## src/rtl/click_select_ctrl_pkg.sv

```systemverilog
// Shared types and constants for the two-click source/destination move selector.
package click_select_ctrl_pkg;

  localparam int unsigned NUM_COLS       = 18;
  localparam int unsigned NUM_ROWS       = 8;
  localparam int unsigned HAND_ROW_FIRST = 6;
  localparam int unsigned BLK_X_W        = 5;
  localparam int unsigned BLK_Y_W        = 3;

  typedef enum logic [1:0] {
    ST_IDLE = 2'd0,
    ST_SRC  = 2'd1,
    ST_REQ  = 2'd2
  } state_e;

  // Block coordinate payload carried between selection and move registers
  typedef struct packed {
    logic [BLK_X_W-1:0] x;
    logic [BLK_Y_W-1:0] y;
  } blk_t;

endpackage

```

## src/rtl/click_select_ctrl_sel_timeout_cnt.sv

```systemverilog
// Saturating cycle counter; done_c is high once the count reaches MAX_COUNT-1.
module sel_timeout_cnt #(
  parameter int unsigned MAX_COUNT = 16
) (
  input  logic clk,
  input  logic rst,
  input  logic clr,
  input  logic en,
  output logic done_c
);

  localparam int unsigned CW = (MAX_COUNT > 1) ? $clog2(MAX_COUNT) : 1;
  localparam logic [CW-1:0] LAST = CW'(MAX_COUNT - 1);

  logic [CW-1:0] cnt_q;

  always_ff @(posedge clk) begin
    if (rst || clr) begin
      cnt_q <= '0;
    end else if (en && (cnt_q != LAST)) begin
      cnt_q <= cnt_q + CW'(1);
    end
  end

  assign done_c = (cnt_q == LAST);

endmodule

```

## src/rtl/click_select_ctrl.sv

```systemverilog
// Turns click pulses into a pick-source / pick-destination move request with
// selection timeout and a one-cycle cheat request passthrough.
module click_select_ctrl
  import click_select_ctrl_pkg::*;
#(
  parameter int unsigned TIMEOUT_CYCLES = 500_000_000,
  parameter int unsigned NUM_COLS       = click_select_ctrl_pkg::NUM_COLS,
  parameter int unsigned NUM_ROWS       = click_select_ctrl_pkg::NUM_ROWS
) (
  input  logic         clk,
  input  logic         rst,
  input  logic         my_turn,
  input  logic         l_click,
  input  logic         mouse_inblock,
  input  logic [4:0]   mouse_block_x,
  input  logic [2:0]   mouse_block_y,
  input  logic         cheat_activate,
  input  logic         move_ack,
  output logic         sel_valid,
  output logic [4:0]   sel_x,
  output logic [2:0]   sel_y,
  output logic         move_req,
  output logic [4:0]   move_src_x,
  output logic [2:0]   move_src_y,
  output logic [4:0]   move_dst_x,
  output logic [2:0]   move_dst_y,
  output logic         cheat_req
);

  state_e state_q, state_nxt;
  blk_t   sel_q, sel_nxt;
  blk_t   src_q, src_nxt;
  blk_t   dst_q, dst_nxt;
  blk_t   cursor_c;
  logic   sel_valid_q, move_req_q, cheat_q;
  logic   click_ok_c, cnt_clr_c, timeout_c;

  assign cursor_c   = '{x: mouse_block_x, y: mouse_block_y};
  assign click_ok_c = l_click && mouse_inblock && my_turn
                      && ({27'd0, mouse_block_x} < NUM_COLS)
                      && ({29'd0, mouse_block_y} < NUM_ROWS);

  sel_timeout_cnt #(
    .MAX_COUNT (TIMEOUT_CYCLES)
  ) u_timeout (
    .clk    (clk),
    .rst    (rst),
    .clr    (cnt_clr_c),
    .en     (state_q == ST_SRC),
    .done_c (timeout_c)
  );

  // Next-state and next-payload decode; a click outranks the timeout
  always_comb begin
    state_nxt = state_q;
    sel_nxt   = sel_q;
    src_nxt   = src_q;
    dst_nxt   = dst_q;
    cnt_clr_c = 1'b0;
    case (state_q)
      ST_IDLE: begin
        if (click_ok_c) begin
          sel_nxt   = cursor_c;
          cnt_clr_c = 1'b1;
          state_nxt = ST_SRC;
        end
      end
      ST_SRC: begin
        if (click_ok_c) begin
          if (cursor_c == sel_q) begin
            state_nxt = ST_IDLE;
          end else begin
            src_nxt   = sel_q;
            dst_nxt   = cursor_c;
            state_nxt = ST_REQ;
          end
        end else if (l_click && !mouse_inblock) begin
          state_nxt = ST_IDLE;
        end else if (!my_turn) begin
          state_nxt = ST_IDLE;
        end else if (timeout_c) begin
          state_nxt = ST_IDLE;
        end
      end
      ST_REQ: begin
        if (move_ack) begin
          state_nxt = ST_IDLE;
        end
      end
      default: state_nxt = ST_IDLE;
    endcase
  end

  always_ff @(posedge clk) begin
    if (rst) begin
      state_q     <= ST_IDLE;
      sel_q       <= '0;
      src_q       <= '0;
      dst_q       <= '0;
      sel_valid_q <= 1'b0;
      move_req_q  <= 1'b0;
      cheat_q     <= 1'b0;
    end else begin
      state_q     <= state_nxt;
      sel_q       <= sel_nxt;
      src_q       <= src_nxt;
      dst_q       <= dst_nxt;
      sel_valid_q <= (state_nxt == ST_SRC);
      move_req_q  <= (state_nxt == ST_REQ);
      cheat_q     <= cheat_activate && (state_q != ST_REQ);
    end
  end

  assign sel_valid  = sel_valid_q;
  assign sel_x      = sel_q.x;
  assign sel_y      = sel_q.y;
  assign move_req   = move_req_q;
  assign move_src_x = src_q.x;
  assign move_src_y = src_q.y;
  assign move_dst_x = dst_q.x;
  assign move_dst_y = dst_q.y;
  assign cheat_req  = cheat_q;

endmodule

```

## config.mk

```make
export PLATFORM = sky130hd
export DESIGN_NAME = click_select_ctrl
export DESIGN_NICKNAME = d
export VERILOG_FILES = /design/src/rtl/click_select_ctrl_pkg.sv /design/src/rtl/click_select_ctrl_sel_timeout_cnt.sv /design/src/rtl/click_select_ctrl.sv
export SDC_FILE = /design/constraint.sdc
export NUM_CORES = 1
export LEC_CHECK = 0
export CORE_ASPECT_RATIO = 0.7
export CORE_MARGIN = 2
export CORE_UTILIZATION = 54
export DETAILED_ROUTE_END_ITERATION = 8
export GPL_ROUTABILITY_DRIVEN = 0
export PLACE_DENSITY = 0.83
export SYNTH_ARGS = -nofsm -noshare
export SYNTH_HDL_FRONTEND = slang
export SYNTH_SLANG_ARGS = --single-unit
```

## constraint.sdc

```tcl
create_clock -name clk -period 4.2 [get_ports clk]
set_clock_uncertainty 0.15 [all_clocks]
set_input_delay 0.42 -clock clk [delete_from_list [all_inputs] [get_ports clk]]
set_output_delay 0.42 -clock clk [all_outputs]
set_load 0.005 [all_outputs]
```

### Word-level counts from Yosys, hierarchy flattened

Cells that the tools add are included.

| operators by class | value |
|---|---|
| muxes and demuxes | 10 |
| reductions and logical operators | 11 |
| equal/unequal tests | 8 |
| order comparisons | 1 |
| $add $sub $neg | 1 |
| bitwise logic cells | 1 |

Operators with widths:

| cell | number |
|---|---|
| $add 29x1->29 const B | 1 |
| $eq 29x29->1 const B | 1 |
| $ne 29x29->1 const B | 1 |
| $mux 2 | 7 |
| $eq 8x8->1 | 1 |
| $logic_and 1x1->1 | 6 |
| $pmux 2 s3 | 1 |
| $lt 5x5->1 const B | 1 |
| $eq 2x1->1 const B | 2 |
| $eq 2x2->1 const B | 2 |
| $reduce_and 3->1 | 1 |
| $logic_not 2->1 | 1 |
| $mux 1 | 2 |
| $ne 2x2->1 const B | 1 |
| $reduce_and 2->1 | 1 |
| $logic_not 1->1 | 1 |
| $logic_or 1x1->1 | 1 |
| $not 1->1 | 1 |

| storage, ports and cells | value |
|---|---|
| output and inout bits | 27 |
| input port bits | 15 |
| bits in registers | 58 |

### Longest topological paths before layout

| logic depth | value |
|---|---|
| depth in word-level cells | 7 |
| gate-level depth with buffers | 8 |

### Cells and area by module

A second synthesis with hierarchy kept.

| second synthesis, totals | value |
|---|---|
| cells, all modules | 305 |
| area, all modules | 2841.5 µm² |

By module, submodules not included:

| module | cells an instance | sequential area each (µm²) | times used | area an instance (µm²) |
|---|---|---|---|---|
| sel_timeout_cnt | 176 | 580.6 | 1 | 1515.2 |
| click_select_ctrl | 129 | 580.6 | 1 | 1326.3 |

### Worst setup path before layout

Ideal clock, no wire load.

| path | value |
|---|---|
| path type | register to register |
| start point | register u_timeout.cnt_q[0] |
| end point | register u_timeout.cnt_q[11] |
| stages on the path, launching flop included | 8 |
| required time | 3.980 ns |
| buffers on the path | 1 |
| arrival | 1.854 ns |
| period minus slack after synthesis | 2.074 ns |
| slack | 2.126 ns |
| setup time | 0.070 ns |
| path through | dfxtp_1 ha_1 and4_1 and4_1 buf_6 a21o_4 or4_1 a21oi_1 |

| on the way | value |
|---|---|
| longest elaborated chain between the ends | 2 |
| elaborated cells between the ends (all ways) | 3 |
| those cells by class | 1 x add/sub; 1 x eq/ne; 1 x reduce/logical |

RTL lines:

| what | RTL line | RTL |
|---|---|---|
| from (decl) | click_select_ctrl_sel_timeout_cnt.sv:15 | `logic [CW-1:0] cnt_q;` |
| from (signal assigned) | click_select_ctrl_sel_timeout_cnt.sv:21 | `cnt_q <= cnt_q + CW'(1);` |
| branches (longest 2 deep; another with $add 29x1->29) | -- |  |

Several ways; the timed one is not identified.
A chain may end at the register's enable or synchronous reset.

### Worst setup path after layout

| path | value |
|---|---|
| start point | input mouse_block_x[1] |
| end point | register u_timeout.cnt_q[18] |

| on the way | value |
|---|---|
| longest elaborated chain between the ends | 5 |

RTL lines:

| what | RTL line | RTL |
|---|---|---|
| from (decl) | click_select_ctrl.sv:15 | `input logic [4:0] mouse_block_x,` |
| $lt 5x5->1 | click_select_ctrl.sv:40 | `&& ({27'd0, mouse_block_x} < NUM_COLS)` |
| $logic_and 1x1->1 | click_select_ctrl.sv:40 |  |
| $mux 1 | click_select_ctrl.sv:62 | `if (click_ok_c) begin` |
| $mux 1 | click_select_ctrl.sv:60 | `case (state_q)` |
| $logic_or 1x1->1 | click_select_ctrl_sel_timeout_cnt.sv:18 | `if (rst \|\| clr) begin` |

Every way passes these cells.

==> flow_summary.yaml <==
outcome:
  outcome: "completed"
clocking:
  cts_tree: "done"
  clock_sinks: 58
  clock_path_buffers: 2
  cts.hold.buffers_added: 0
  post_cts_resized: 0
  cts_buffers: 9
  cts.htree.levels: 3
  cts_setup_buffers: 0
  cts.clk_slew.worst_paths_ps: 70
  cts_root_buf: "clkbuf_8"
  insertion_delay_ps: 350
floorplanning:
  die_x_um: 87.5
  num_rows: 21
  start_util_pct: 55.8
  io_pins: 42
  chipHeight_um: 62.5
  core_um2: 4730
  dieArea_um2: 5470
min_path:
  hold_path.class: "flip-flop to flip-flop"
  hold_start: "move_dst_x[3]$_SDFFE_PP0P_"
synth:
  syn_area_um2: 2640
  syn-num-nets: 294
  yosysSeqAreaShare_pct: 44.0
  synth_warnings: 0
  yosysUniqueCellTypes: 42
  ys.flop_type: "dfxtp_1"
  synth_area_per_cell_um2: 9.49
  synthCells: 278
  async_reset_ff_share_pct: 0
  synth-seq-cells: 58
  synth_edf_count: 0
drt:
  drt_wl_total_um: 6050
  wl_per_cell_um: 15.8
  dr.first_iter.drc_count: 137
  drc_errors: 0
  vias: 2195
  viasPerCell: 5.75
  antenna_left: 0
  firstDrtPassIters: 4
sta:
  tns_ps: 0
  fmax_mhz: 353
  slew_headroom_pct: 53.7
  whs_ps: 345
  min_period_ps: 2830
  setup_violations: 0
  tightest_slew_ps: 692
  worst_slack_ps: 1370
  fin_crit_sh_pct: 67.4
  hold_viol: 0
  grt_setup_unrepaired: "no"
  maxSlewViolCount: 0
layout:
  drive_above_1_share_pct: 8.92
  fin_nets: 336
  syn_to_final_growth_pct: 25.4
  fin_area_um2: 3310
  layout_common_cells: "dfxtp_1, nor2_1, clkdlybuf4s50_1"
  final_common_cell: "dfxtp_1"
  diodes: 0
grt:
  grt_usage_pct: 24.4
  grt_antenna_before_repair: 0
  overflow: 0
  grt_pass1_wl_um: 10300
  grt_pass1_vias: 2151
  grt_max_degree: 30
placement:
  io_buffers: 41
  pre_cts_ws_ps: 1030
  detailed_place_hpwl_um: 4130
  post_dp_cell_area_um2: 3060
pwr:
  p_leak_nw: 1.26
  ir_worst_vdd_v: 0.000244
  p_per_area_nw_per_um2: 381
  finalPower_mw: 1.26
critical_path:
  crit_arrival_ps: 2920
  cp-startpoint: "mouse_block_x[1]"
  crit_fanout: 20
  required_ps: 4290
  startpoint_type: "primary input"
  reg2reg_from: "state_q[0]$_SDFF_PP0_"
  cp-end-kind: "flip-flop"
  critPathKind: "primary input to flip-flop"
flow_run:
  maxCapViolations: 0
power breakdown:
group          internal (mW)  leakage (nW)  switching [mW]
registers              0.553         0.468         0.00323
logic                 0.0268         0.661          0.0297
clock network          0.424         0.129           0.224
metal layers:
layer	global-route usage, %	up-vias	part of all wire [%]
li1	-	1078	-
met3	9.91	4	6.8
met5	0	-	0
met4	6.73	0	0.79
met2	35.0	69	45
met1	34.0	1044	47
final timing paths:
kind | to | slack [ps] | cells after the start
min reg2reg | move_dst_x[3]$_SDFFE_PP0P_ | 350 | 2
max reg2reg | u_timeout.cnt_q[2]$_SDFFE_PP0P_ | 1720 | 5
max | u_timeout.cnt_q[18]$_SDFFE_PP0P_ | 1370 | 6
min | move_dst_x[3]$_SDFFE_PP0P_ | 350 | 2
per-stage QoR:
stage | cells | util, %
final | 382 | 69.9
after CTS | 382 | 69.9
after floorplan | 278 | -
after global routing | 382 | 69.9
after global placement | 366 | 64.6
after detailed placement | 366 | 64.6
cells by family (layout without fill, tap and decap cells):
logic type | count (synthesis) | in the layout | share of synthesized area (%)
buffers and inverters | 16 | 63 | 3.70
AOI/OAI and AO/OA | 36 | 36 | 9.58
DFF | 58 | 58 | 44.0
muxes | 25 | 25 | 9.49
adders and majority gates | 1 | 1 | 0.474
and+or+nand+nor | 117 | 117 | 24.4
xor gates and xnor gates | 25 | 25 | 8.30
flip-flops by register name, summed over array words and instances, names as in the netlist:
| signal | cells |
|---|---|
| sel_x | 5 |
| move_req | 1 |
| u_timeout.cnt_q | 29 |
| move_src_x | 5 |
| sel_y | 3 |
| cheat_req | 1 |
| state_q | 2 |
| move_dst_x | 5 |
| move_dst_y | 3 |
| move_src_y | 3 |
| sel_valid | 1 |
layout make-up:
| class | count | area [µm²] |
|---|---|---|
| fillers | 365 | 1420 |
| inverters | 3 | 11.3 |
| repair buffers | 44 | 433 |
| clock buffers | 11 | 151 |
| flip-flops and latches | 58 | 1160 |
| well taps | 57 | 71.3 |
| clock inverters | 5 | 100 |
| multi-input cells | 204 | 1380 |
synthesized netlist by cell type, types with 2 or more instances:
cell	instances	area [µm²]
and4_1	5	43.8
nand4_1	10	62.6
a211oi_1	2	15.0
nor2_1	47	176
mux2i_1	25	250
a21oi_1	14	70.1
dfxtp_1	58	1160
inv_1	3	11.3
nand2b_1	2	12.5
xor2_1	19	166
o31ai_1	6	45.0
clkbuf_1	6	22.5
xnor2_1	6	52.6
buf_6	3	33.8
o21ai_0	5	25.0
nor4_4	2	42.5
nand3_1	9	45.0
and3_1	9	56.3
or4_1	6	45.0
nand2_1	12	45.0
nor4_1	3	18.8
or3_1	4	25.0
buf_2	3	15.0
worst max-delay path: stages:
cell,delay [ps]
clkdlybuf4s50_1,510
o31a_2,400
or3_1,590
nand2_1,630
buf_4,290
nor2_1,60
No activity file was read; power rests on OpenSTA's default activity.
